File: src/rtl/alu_dispatch.sv
// Operand dispatch ahead of pipelined_alu. Requests are queued in a FIFO and
// issued against downstream result credits. A shadow pipe tags the valid ALU results.
module alu_dispatch #(
  parameter int unsigned WIDTH   = 16,
  parameter int unsigned DEPTH   = 4,
  parameter int unsigned TAG_W   = 4,
  parameter int unsigned ALU_LAT = 1,
  parameter int unsigned CREDITS = 4
) (
  input  logic                       clk,
  input  logic                       rst_n,
  input  logic                       in_valid,
  output logic                       in_ready,
  input  logic [WIDTH-1:0]           in_a,
  input  logic [WIDTH-1:0]           in_b,
  input  logic [3:0]                 in_op,
  input  logic [TAG_W-1:0]           in_tag,
  output logic [WIDTH-1:0]           alu_a,
  output logic [WIDTH-1:0]           alu_b,
  output logic [3:0]                 alu_op,
  output logic                       out_valid,
  output logic [TAG_W-1:0]           out_tag,
  input  logic                       credit_return,
  output logic [$clog2(DEPTH):0]     fifo_count,
  output logic                       credit_err
);

  localparam int unsigned PTR_W = $clog2(DEPTH);
  localparam int unsigned CNT_W = PTR_W + 1;
  localparam int unsigned CRD_W = $clog2(CREDITS + 1);
  localparam int unsigned NSHD  = ALU_LAT + 1;

  typedef struct packed {
    logic [3:0]       op;
    logic [WIDTH-1:0] a;
    logic [WIDTH-1:0] b;
    logic [TAG_W-1:0] tag;
  } req_t;

  typedef struct packed {
    logic             vld;
    logic [TAG_W-1:0] tag;
  } shd_t;

  req_t             mem_q [DEPTH];
  req_t             mem_d [DEPTH];
  logic [PTR_W-1:0] wr_ptr_q, wr_ptr_d;
  logic [PTR_W-1:0] rd_ptr_q, rd_ptr_d;
  logic [CNT_W-1:0] cnt_q, cnt_d;
  logic [CRD_W-1:0] crd_q, crd_d;
  logic [WIDTH-1:0] alu_a_q, alu_a_d;
  logic [WIDTH-1:0] alu_b_q, alu_b_d;
  logic [3:0]       alu_op_q, alu_op_d;
  shd_t             shd_q [NSHD];
  shd_t             shd_d [NSHD];
  logic             err_q, err_d;
  logic             push;
  logic             pop;
  req_t             head;

  assign in_ready = (cnt_q != CNT_W'(DEPTH));
  assign push     = in_valid && in_ready;
  assign pop      = (cnt_q != '0) && (crd_q != '0);
  assign head     = mem_q[rd_ptr_q];

  // Next-state: FIFO, issue registers, shadow pipe and credit accounting
  always_comb begin
    mem_d    = mem_q;
    wr_ptr_d = wr_ptr_q;
    rd_ptr_d = rd_ptr_q;
    crd_d    = crd_q;
    err_d    = err_q;
    alu_a_d  = '0;
    alu_b_d  = '0;
    alu_op_d = 4'b0000;
    shd_d    = shd_q;
    shd_d[0] = '0;

    if (push) begin
      mem_d[wr_ptr_q] = '{op: in_op, a: in_a, b: in_b, tag: in_tag};
      wr_ptr_d        = wr_ptr_q + PTR_W'(1);
    end

    if (pop) begin
      rd_ptr_d = rd_ptr_q + PTR_W'(1);
      alu_a_d  = head.a;
      alu_b_d  = head.b;
      alu_op_d = head.op;
      shd_d[0] = '{vld: 1'b1, tag: head.tag};
    end

    cnt_d = cnt_q + CNT_W'(push) - CNT_W'(pop);

    for (int i = 1; i < int'(NSHD); i++) begin
      shd_d[i] = shd_q[i-1];
    end

    // A return with no room to hold it is dropped and flagged
    if (pop && !credit_return) begin
      crd_d = crd_q - CRD_W'(1);
    end else if (credit_return && !pop) begin
      if (crd_q == CRD_W'(CREDITS)) begin
        err_d = 1'b1;
      end else begin
        crd_d = crd_q + CRD_W'(1);
      end
    end
  end

  always_ff @(posedge clk or negedge rst_n) begin
    if (!rst_n) begin
      for (int i = 0; i < int'(DEPTH); i++) begin
        mem_q[i] <= '0;
      end
      for (int i = 0; i < int'(NSHD); i++) begin
        shd_q[i] <= '0;
      end
      wr_ptr_q <= '0;
      rd_ptr_q <= '0;
      cnt_q    <= '0;
      crd_q    <= CRD_W'(CREDITS);
      alu_a_q  <= '0;
      alu_b_q  <= '0;
      alu_op_q <= '0;
      err_q    <= 1'b0;
    end else begin
      mem_q    <= mem_d;
      shd_q    <= shd_d;
      wr_ptr_q <= wr_ptr_d;
      rd_ptr_q <= rd_ptr_d;
      cnt_q    <= cnt_d;
      crd_q    <= crd_d;
      alu_a_q  <= alu_a_d;
      alu_b_q  <= alu_b_d;
      alu_op_q <= alu_op_d;
      err_q    <= err_d;
    end
  end

  assign alu_a      = alu_a_q;
  assign alu_b      = alu_b_q;
  assign alu_op     = alu_op_q;
  assign out_valid  = shd_q[ALU_LAT].vld;
  assign out_tag    = shd_q[ALU_LAT].tag;
  assign fifo_count = cnt_q;
  assign credit_err = err_q;

endmodule
File: config.mk
export PLATFORM = sky130hd
export DESIGN_NAME = alu_dispatch
export DESIGN_NICKNAME = d
export VERILOG_FILES = /design/src/rtl/alu_dispatch.sv
export SDC_FILE = /design/constraint.sdc
export NUM_CORES = 1
export LEC_CHECK = 0
export BUFFER_PORTS_ARGS = -buffer_cell sky130_fd_sc_hd__buf_2
export CELL_PAD_IN_SITES_DETAIL_PLACEMENT = 1
export CELL_PAD_IN_SITES_GLOBAL_PLACEMENT = 1
export CORE_MARGIN = 2
export CORE_UTILIZATION = 55
export CTS_CLUSTER_DIAMETER = 30
export DETAILED_ROUTE_END_ITERATION = 10
export PLACE_DENSITY_LB_ADDON = 0.05
export SLEW_MARGIN = 20
export SYNTH_ARGS = -nofsm -noshare
export SYNTH_HDL_FRONTEND = slang
export SYNTH_SLANG_ARGS = --single-unit
File: constraint.sdc
create_clock -name clk -period 8.1 [get_ports clk]
set_input_delay 0.81 -clock clk [delete_from_list [all_inputs] [get_ports clk]]
set_output_delay 0.81 -clock clk [all_outputs]
set_load 0.01 [all_outputs]
==> results.py <==
metrics = {
    "global_route": {
        "grt_max_degree": 150,
        "grt_pass1_wl_mm": 34.5,
        "globalRouteTotalUtil_pct": 24.4,
        "overflow": 0,
        "antenna_found_initial": 2,
        "grt_pass1_vias": 5931,
    },
    "min_path": {
        "holdCritPathClass": "in -> async",
    },
    "yosys": {
        "synth_top_area_share_pct": 55.0,
        "ys_seq_area_share_pct": 55.3,
        "synth_edf_count": 0,
        "syn_nets": 596,
        "async_flop_share_pct": 100,
        "yosysUniqueCellTypes": 30,
        "post-synth-top-count-cell": "dfrtp_1",
        "yosys_most_used_dff": "dfrtp_1",
        "synth.ff_latch_count": 217,
        "yosysWarnings": 0,
        "syn_inst": 542,
        "synthTopCellsByCount": "216 x dfrtp_1, 160 x mux2_4, 40 x mux4_2, 40 x nor2b_1, 16 x buf_12",
        "yosys.area.top_type": "dfrtp_1",
        "synth_area_leaders": "dfrtp_1 55%, mux2_4 24%, mux4_2 9.2%",
        "syn_area_sq_um": 9820,
        "synth.avg_cell_area_sq_um": 18.1,
    },
    "clocking": {
        "tritoncts": "built",
        "cts_resized": 0,
        "cts_setup_buffers": 0,
        "htree_num_levels": 2,
        "cts_buffers": 46,
        "cts_sinks": 217,
        "clkTransAtPathRegs_ns": 0.04,
        "clk_latency_ns": 0.52,
        "cts_hold_buffers": 0,
        "cts_buffer_depth": 3,
        "cts.root.buffer_cell": "clkbuf_16",
    },
    "timing": {
        "rsz0062_at_grt": "false",
        "fmax_mhz": 409,
        "final_max_slew_viol_count": 0,
        "fin_ws_ns": 5.66,
        "tightest_slew_ns": 0.962,
        "finalHoldViolations": 0,
        "tns_ns": 0,
        "setup_viol": 0,
        "clock_skew_ns": 0.0196,
        "relSlewSlack_pct": 35.8,
        "period_share_pct": 30.2,
        "min_period_ns": 2.44,
    },
    "drt": {
        "routed_via_density": 5.60,
        "routed_wirelength_mm": 21.7,
        "drtPass1Iterations": 4,
        "drc": 0,
        "wl_per_cell_um": 24.0,
        "vias": 5048,
        "ant_nets": 0,
        "first_iter_violations": 246,
    },
    "setup_path": {
        "slowest_stage": "or3b_1",
        "critical-path-max-stage-delay_ns": 0.50,
        "worstPathArrival_ns": 1.63,
        "required_ns": 7.29,
        "startpoint_type": "register",
        "worstPathCellList": "or3b_1 > buf_2",
        "crit_type": "reg -> out",
        "cp-end-kind": "primary output",
        "crit_fanout": 6,
    },
    "layout": {
        "final_core_util_pct": 67.2,
        "diodes": 0,
        "nFillCells": 1501,
        "area_delta_synth_final_pct": 18.7,
        "drive_gt1_share_pct": 55.8,
        "nets": 702,
        "final_area_sq_um": 11700,
    },
    "die": {
        "fp.dieW_um": 138,
        "die_h_um": 138,
        "ios": 90,
        "rows": 48,
        "core_sq_um": 17400,
        "floorplan.initialDensity_pct": 56.6,
        "dieArea_sq_um": 18900,
    },
    "power_and_ir_drop": {
        "power_density_nw_per_um2": 501,
        "p_leak_uw": 0.00540,
        "ir_drop_v": 0.000333,
    },
    "placed_design": {
        "numPortBuffers": 89,
        "place_area_sq_um": 10200,
        "place_ws_ns": 5.36,
        "gp_congestion": 0.668,
        "hpwlAfterDp_mm": 11.0,
    },
    "flow_run": {
        "cap_viol_max_count": 0,
    },
    "outcome": {
        "status": "finished, final reports clean",
    },
}
## worst paths after layout
check / start / endpoint / slack (ns) / cells after the start
worst max-delay path: fifo_count[1]$_DFF_PN0_ / in_ready / 5.66 / 2
worst min-delay path: rst_n / mem_q[151]$_DFFE_PN0P_ / 0.25 / 1
worst max register to register: fifo_count[1]$_DFF_PN0_ / fifo_count[2]$_DFF_PN0_ / 5.68 / 10
worst min register to register: shd_d[0]$_DFF_PN0_ / out_tag[0]$_DFF_PN0_ / 0.34 / 0
max in group asynchronous: rst_n / rd_ptr_q[0]$_DFFE_PN0P_ / 6.43 / 2
min in group clk: shd_d[0]$_DFF_PN0_ / out_tag[0]$_DFF_PN0_ / 0.34 / 0
## worst max-delay path: cells and delay by family, from the launching register on
family,cells,cell delay (ns)
flip-flops,1,0.44
AND/OR/NAND/NOR,1,0.50
buffers and inverters,1,0.18
## sequential cells by signal, summed over array words and instances, names as in the netlist
name and count:
alu_b 16, out_valid 1, alu_op 4, credit_err 1, alu_a 16, fifo_count 3, out_tag 4, mem_q 160
wr_ptr_q 2, rd_ptr_q 2, shd_d 5, crd_q 3
## routing by layer
layer  routed length, um  GRT usage, %
met5                  11             0
met3                 950          5.37
met4                 369          7.56
met1                9400          32.4
met2               10900          40.5
## power by group
group	leakage [uW]	switching (uW)	total (uW)	internal, uW
clock network	0.000723	569	1780	1210
registers	0.00259	404	2060	1660
logic	0.00209	729	2000	1270
total	0.00540	1700	5850	4140
## logic make-up after synthesis
family | Yosys count | synth area share (%)
AOI/OAI and AO/OA | 10 | 0.650
xor gates and xnor gates | 6 | 0.535
adders and majority gates | 10 | 1.43
buffers and inverters | 46 | 4.85
DFF | 217 | 55.3
muxes | 201 | 33.7
and+or+nand+nor | 52 | 3.50
## area by class of cell
cell class / instances / area [sq um] / share of cell area [%]
Tap cell: 225 / 282 / 2.41
Clock inverter: 18 / 205 / 1.76
Inverter: 11 / 41.3 / 0.354
Sequential cell: 217 / 5440 / 46.6
Timing Repair Buffer: 93 / 505 / 4.33
Multi-Input combinational cell: 279 / 3930 / 33.7
Clock buffer: 58 / 1270 / 10.9
## cells in the final DEF (no fill, tap or decap), drive strengths merged
master and instances:
dfrtp 216, mux2 161, buf 93, clkbuf 58, mux4 40, nor2b 40, inv 12, clkinv 10
ha 8, xnor2 6, and3 4, bufinv 4, a21oi 3, clkinvlp 3, or2 2, nand2 2
fa 2, o21ai 2, or3b 2, or3 1, a311oi 1, a21o 1, o211ai 1, nor2 1
a31oi 1, a31o 1, dfstp 1
## through the flow
stage	hold slack [ns]	instances	total power [uW]
floorplan	0.331	542	3600
global placement	0.335	824	3920
detailed placement	0.338	824	4020
CTS	0.339	900	5910
global route	0.287	901	6160
finish	0.250	901	5850
(Power assumes the default switching activity.)
